`config.mk`:
```
export PLATFORM = sky130hd
export DESIGN_NAME = hamming_tx_serializer
export DESIGN_NICKNAME = d
export VERILOG_FILES = /design/src/rtl/hamming_pkg.sv /design/src/rtl/hamming74_encode.sv /design/src/rtl/hamming_tx_serializer.sv
export SDC_FILE = /design/constraint.sdc
export NUM_CORES = 1
export LEC_CHECK = 0
export BUFFER_PORTS_ARGS = -buffer_cell sky130_fd_sc_hd__buf_2
export CORE_AREA = 2 2 55 57
export DETAILED_ROUTE_END_ITERATION = 16
export DIE_AREA = 0 0 57 59
export PLACE_DENSITY = 0.75
export SETUP_SLACK_MARGIN = 0.5
export SKIP_CTS_REPAIR_TIMING = 1
export SLEW_MARGIN = 20
export SYNTH_ARGS = -nofsm -noshare
export SYNTH_HDL_FRONTEND = slang
export SYNTH_SLANG_ARGS = --single-unit
```
`constraint.sdc`:
```
create_clock -name clk -period 1.9 [get_ports clk]
set_input_delay 0 -clock clk [delete_from_list [all_inputs] [get_ports clk]]
set_output_delay 0 -clock clk [all_outputs]
set_load 0.01 [all_outputs]
```
`src/rtl/hamming_pkg.sv`:
```
// Shared Hamming(7,4) definitions: serializer state encoding and codeword bit positions.
// The downstream decoder imports the same package so both sides agree on bit placement.
package hamming_pkg;

    localparam int DATA_W = 4;
    localparam int ERR_W  = 3;
    localparam int CW_W   = 7;

    // Codeword bit index = Hamming position - 1
    localparam int POS_P1 = 0;
    localparam int POS_P2 = 1;
    localparam int POS_D0 = 2;
    localparam int POS_P4 = 3;
    localparam int POS_D1 = 4;
    localparam int POS_D2 = 5;
    localparam int POS_D3 = 6;

    typedef enum logic [1:0] {
        IDLE  = 2'd0,
        START = 2'd1,
        DATA  = 2'd2,
        STOP  = 2'd3
    } tx_state_t;

endpackage

```
`src/rtl/hamming74_encode.sv`:
```
// Combinational Hamming(7,4) encoder with optional single-bit error injection.
// err_pos = k (1..7) flips Hamming position k; err_pos = 0 leaves the codeword clean.
module hamming74_encode
    import hamming_pkg::*;
(
    input  logic [DATA_W-1:0] data,
    input  logic [ERR_W-1:0]  err_pos,
    output logic [CW_W-1:0]   cw
);

    logic [CW_W-1:0] clean;
    logic [CW_W-1:0] flip_mask;

    // NOTE: every always_comb output gets a full default first, so no path can infer a latch.
    always_comb begin
        clean         = '0;
        clean[POS_P1] = data[0] ^ data[1] ^ data[3];
        clean[POS_P2] = data[0] ^ data[2] ^ data[3];
        clean[POS_D0] = data[0];
        clean[POS_P4] = data[1] ^ data[2] ^ data[3];
        clean[POS_D1] = data[1];
        clean[POS_D2] = data[2];
        clean[POS_D3] = data[3];

        flip_mask = '0;
        if (err_pos != '0)
            flip_mask = 7'd1 << (err_pos - 3'd1);
    end

    assign cw = clean ^ flip_mask;

endmodule

```
`src/rtl/hamming_tx_serializer.sv`:
```
// Encodes a nibble into a Hamming(7,4) codeword and sends it as a UART-like frame:
// start bit (0), seven codeword bits LSB first, stop bit (1), each BIT_CYCLES clocks long.
module hamming_tx_serializer
    import hamming_pkg::*;
#(
    parameter int BIT_CYCLES = 4
) (
    input  logic              clk,
    input  logic              rst,
    input  logic [DATA_W-1:0] in_data,
    input  logic [ERR_W-1:0]  in_err_pos,
    input  logic              in_valid,
    output logic              in_ready,
    output logic [CW_W-1:0]   cw_out,
    output logic              tx,
    output logic              busy,
    output logic              frame_done
);

    localparam logic [7:0] LAST_CNT = 8'(BIT_CYCLES - 1);
    localparam logic [2:0] LAST_BIT = 3'(CW_W - 1);

    tx_state_t       state;
    logic [7:0]      cnt;
    logic [2:0]      bit_idx;
    logic [CW_W-1:0] cw_enc;

    hamming74_encode u_encode (
        .data    (in_data),
        .err_pos (in_err_pos),
        .cw      (cw_enc)
    );

    // All outputs are registered alongside the state so they change on the same edge.
    // NOTE: non-blocking assignments so every register samples pre-edge values.
    always_ff @(posedge clk) begin
        if (rst) begin
            state      <= IDLE;
            cnt        <= '0;
            bit_idx    <= '0;
            cw_out     <= '0;
            tx         <= 1'b1;
            in_ready   <= 1'b1;
            busy       <= 1'b0;
            frame_done <= 1'b0;
        end else begin
            frame_done <= 1'b0;
            case (state)
                IDLE: begin
                    if (in_valid && in_ready) begin
                        cw_out   <= cw_enc;
                        state    <= START;
                        cnt      <= '0;
                        tx       <= 1'b0;
                        in_ready <= 1'b0;
                        busy     <= 1'b1;
                    end
                end
                START: begin
                    if (cnt == LAST_CNT) begin
                        cnt     <= '0;
                        bit_idx <= '0;
                        state   <= DATA;
                        tx      <= cw_out[0];
                    end else begin
                        cnt <= cnt + 8'd1;
                    end
                end
                DATA: begin
                    if (cnt == LAST_CNT) begin
                        cnt <= '0;
                        if (bit_idx == LAST_BIT) begin
                            state      <= STOP;
                            tx         <= 1'b1;
                            // A one-cycle stop bit is its own last cycle
                            frame_done <= (LAST_CNT == 8'd0);
                        end else begin
                            bit_idx <= bit_idx + 3'd1;
                            tx      <= cw_out[bit_idx + 3'd1];
                        end
                    end else begin
                        cnt <= cnt + 8'd1;
                    end
                end
                STOP: begin
                    if (cnt == LAST_CNT) begin
                        cnt      <= '0;
                        state    <= IDLE;
                        in_ready <= 1'b1;
                        busy     <= 1'b0;
                    end else begin
                        cnt        <= cnt + 8'd1;
                        frame_done <= (cnt == LAST_CNT - 8'd1);
                    end
                end
                default: state <= IDLE;
            endcase
        end
    end

endmodule

```
==> metrics.md <==
| Metric | Value |
|---|---|
| Via count | `1455` |
| CTS Root Cell | `clkbuf_4` |
| Ports | `21` |
| Vias per cell | `6.088` |
| N_diodes | `0` |
| Insertion delay to the later sink of the worst-skew pair | `0.32 ns` |
| Number of global-route vias before repair | `1154` |
| Clock sinks | `24` |
| Initial Utilization | `54.43%` |
| Tot GR Track Use | `19.28%` |
| Final slew viol count | `0` |
| Min cycle time layout | `1.653 ns` |
| Final period util | `87.00%` |
| Cell Pwr Density | `1056 nW/um^2` |
| Fillers | `214` |
| WL/cell | `15.50 um` |
| Share of cells above drive strength 1 | `36.54%` |
| WL final | `3705 um` |
| Total global routing overflow | `0` |
| # port buffers | `20` |
| CTS tree | `yes` |
| Commonest non-fill, non-tap cells in the layout | `nor2_1, buf_2, dfxtp_1, buf_4, nand2_1` |
| Drt initial violations | `39` |
| DP Wirelength | `2390 um` |
| Die area | `3363 um^2` |
| Setup CP Type | `reg2reg` |
| Worst Max-Slew Pin Slew | `0.4958 ns` |
| Reg2reg end | `state[0]` |
| Status | `finished, final reports clean` |
| TritonCTS Buffers | `3` |
| CP arrival | `1.90 ns` |
| Clk slew on worst S/H paths | `0.14 ns` |
| Post-synthesis cell count | `175` |
| Most common cell after layout, fill and taps aside | `nor2_1` |
| Initial antenna violation count | `0` |
| R2R Setup Slk | `0.25 ns` |
| Area Overhead vs Synth | `29.69%` |
| Critical R2R Launch | `state[1]` |
| # nets final | `228` |
| Synthesized area | `1475 um^2` |
| Hold Path Class | `in2reg` |
| Placed Cells | `219` |
| Layout Cells excl Fill | `239` |
| RSZ-0062 raised after global routing | `true` |
| Synth Register Bits | `24` |
| Yosys warnings | `0` |
| Die height | `59 um` |
| Core outline area | `2710 um^2` |
| Crit path launch | `state[1]` |
| Final setup fails | `0` |
| Most used DFF post-synth | `dfxtp_1` |
| Power consumption | `0.002021 W` |
| Crit end category | `flop` |
| Crit path to | `state[0]` |
| Number of synthesized flops with an enable pin | `0` |
| First-pass GRT wire length | `5181 um` |
| Post-DRT Antenna Nets | `0` |
| Layout Skew | `0.01492 ns` |
| TritonRoute pass-1 iters | `4` |
| Setup_tns | `0 ns` |
| Final Hold Fails | `0` |
| Syn Area/Cell | `8.430 um^2` |
| Chip width | `57 um` |
| CP max FO | `7` |
| Post-synth ARST share | `0%` |
| H-tree depth | `1` |
| Std cell rows | `19` |
| R2R cell count | `5` |
| CP Data Required Time | `2.15 ns` |
| Fmax | `605.0 MHz` |
| Max-cap violations | `0` |
| Mapped Nets | `194` |
| Sequential-to-total area share from yosys stat | `32.57%` |
| Residual DRC | `0` |
| Netlist cell types | `39` |
| Maximum vdd drop | `0.0009505 V` |
| Leakage | `0.7581 nW` |
| Largest net degree at the start of global routing | `27` |
| Slew HR | `66.95%` |
| Kind of start point of the critical path | `flop` |
| Final Wtd Congestion | `0.8012` |
| Clock Tree Buf Depth | `2` |
==> Yosys cell counts, types with 3 or more instances <==
library cell  instances  area share [%]
a21oi_1              12             4.1
inv_1                 8             2.0
a311oi_1              6             3.6
or3_1                 3             1.3
nand2b_1              4             1.7
nor2_1               22             5.6
nand2_1              11             2.8
and3_1                3             1.3
ha_1                  9             7.6
nor3b_1               3             1.5
a31oi_1               3             1.3
o21ai_0               5             1.7
clkbuf_1              6             1.5
a211oi_1              9             4.6
dfxtp_1              24              33
mux2i_1               7             4.7
xor2_1                3             1.8
xnor2_1               8             4.7
nand3_1               4             1.4
==> worst max-delay path, stage by stage (launching register included) <==
cell      delay [ns]
dfxtp_4         0.39
buf_6           0.11
ha_4            0.17
or3_4           0.33
a221o_1         0.40
a211oi_2        0.18
==> flip-flops by register name, indices dropped and copies added, names as in the netlist <==
name        cells
bit_idx         3
busy            1
cnt             8
cw_out          7
frame_done      1
in_ready        1
state           2
tx              1
==> cell families (layout without fill, tap and decap cells) <==
| group | count (synthesis) | after routing | share of synthesized area [%] |
|---|---|---|---|
| and+or+nand+nor | 60 | 60 | 21.63 |
| adders and majority gates | 9 | 9 | 7.634 |
| DFF | 24 | 24 | 32.57 |
| buffers and inverters | 17 | 49 | 4.665 |
| xor gates and xnor gates | 11 | 11 | 6.531 |
| muxes | 7 | 7 | 4.750 |
| AOI/OAI and AO/OA | 47 | 48 | 22.22 |
==> area by class of cell <==
cell class,instances,area [um^2],share of cell area [%]
Sequential cell,24,498.0,26.03
Multi-Input combinational cell,135,1067,55.79
Timing Repair Buffer,37,240.2,12.56
Inverter,8,32.53,1.700
Tap cell,31,38.79,2.027
Clock buffer,4,36.28,1.897
==> metal layers <==
metal  up-vias  share of wire [%]  global-route usage [%]  wire length (um)
met5         -                  0                       0                 0
met1       698                 43                   25.37              1582
met4         0                1.7                   6.312                62
li1        706                  -                       -                 -
met2        43                 51                   32.51              1898
met3         8                4.3                   3.057               161
==> power by group <==
part	internal [W]	switching, W
clock network	0.000117	0.000152
registers	0.000600	0.0000848
logic	0.000500	0.000567
total	0.00122	0.000804
==> stage by stage <==
step	hold WS [ns]	util [%]	instance area (um^2)	worst slack, ns
final	0.006611	70.59	1913	0.2470
after global routing	0.01348	70.59	1913	0.1809
after CTS	0.005528	61.68	1672	0.1077
after detailed placement	0.3419	60.34	1635	0.1638
after global placement	0.3358	60.34	1635	0.2249
after floorplan	0.1796	-	1536	0.3038
==> worst min path at each step <==
stage | endpoint | slack [ns] | startpoint | depth (start not counted)
after global placement | cw_out[4] | 0.34 | in_data[1] | 3
after CTS | cw_out[4] | 0.006 | in_data[1] | 3
after global routing | cw_out[4] | 0.01 | in_data[1] | 3
after detailed placement | cw_out[4] | 0.34 | in_data[1] | 3
after floorplan | cw_out[4] | 0.18 | in_data[1] | 2
final | cw_out[4] | 0.007 | in_data[1] | 3
Note: power is estimated with default switching activity, not from simulation.
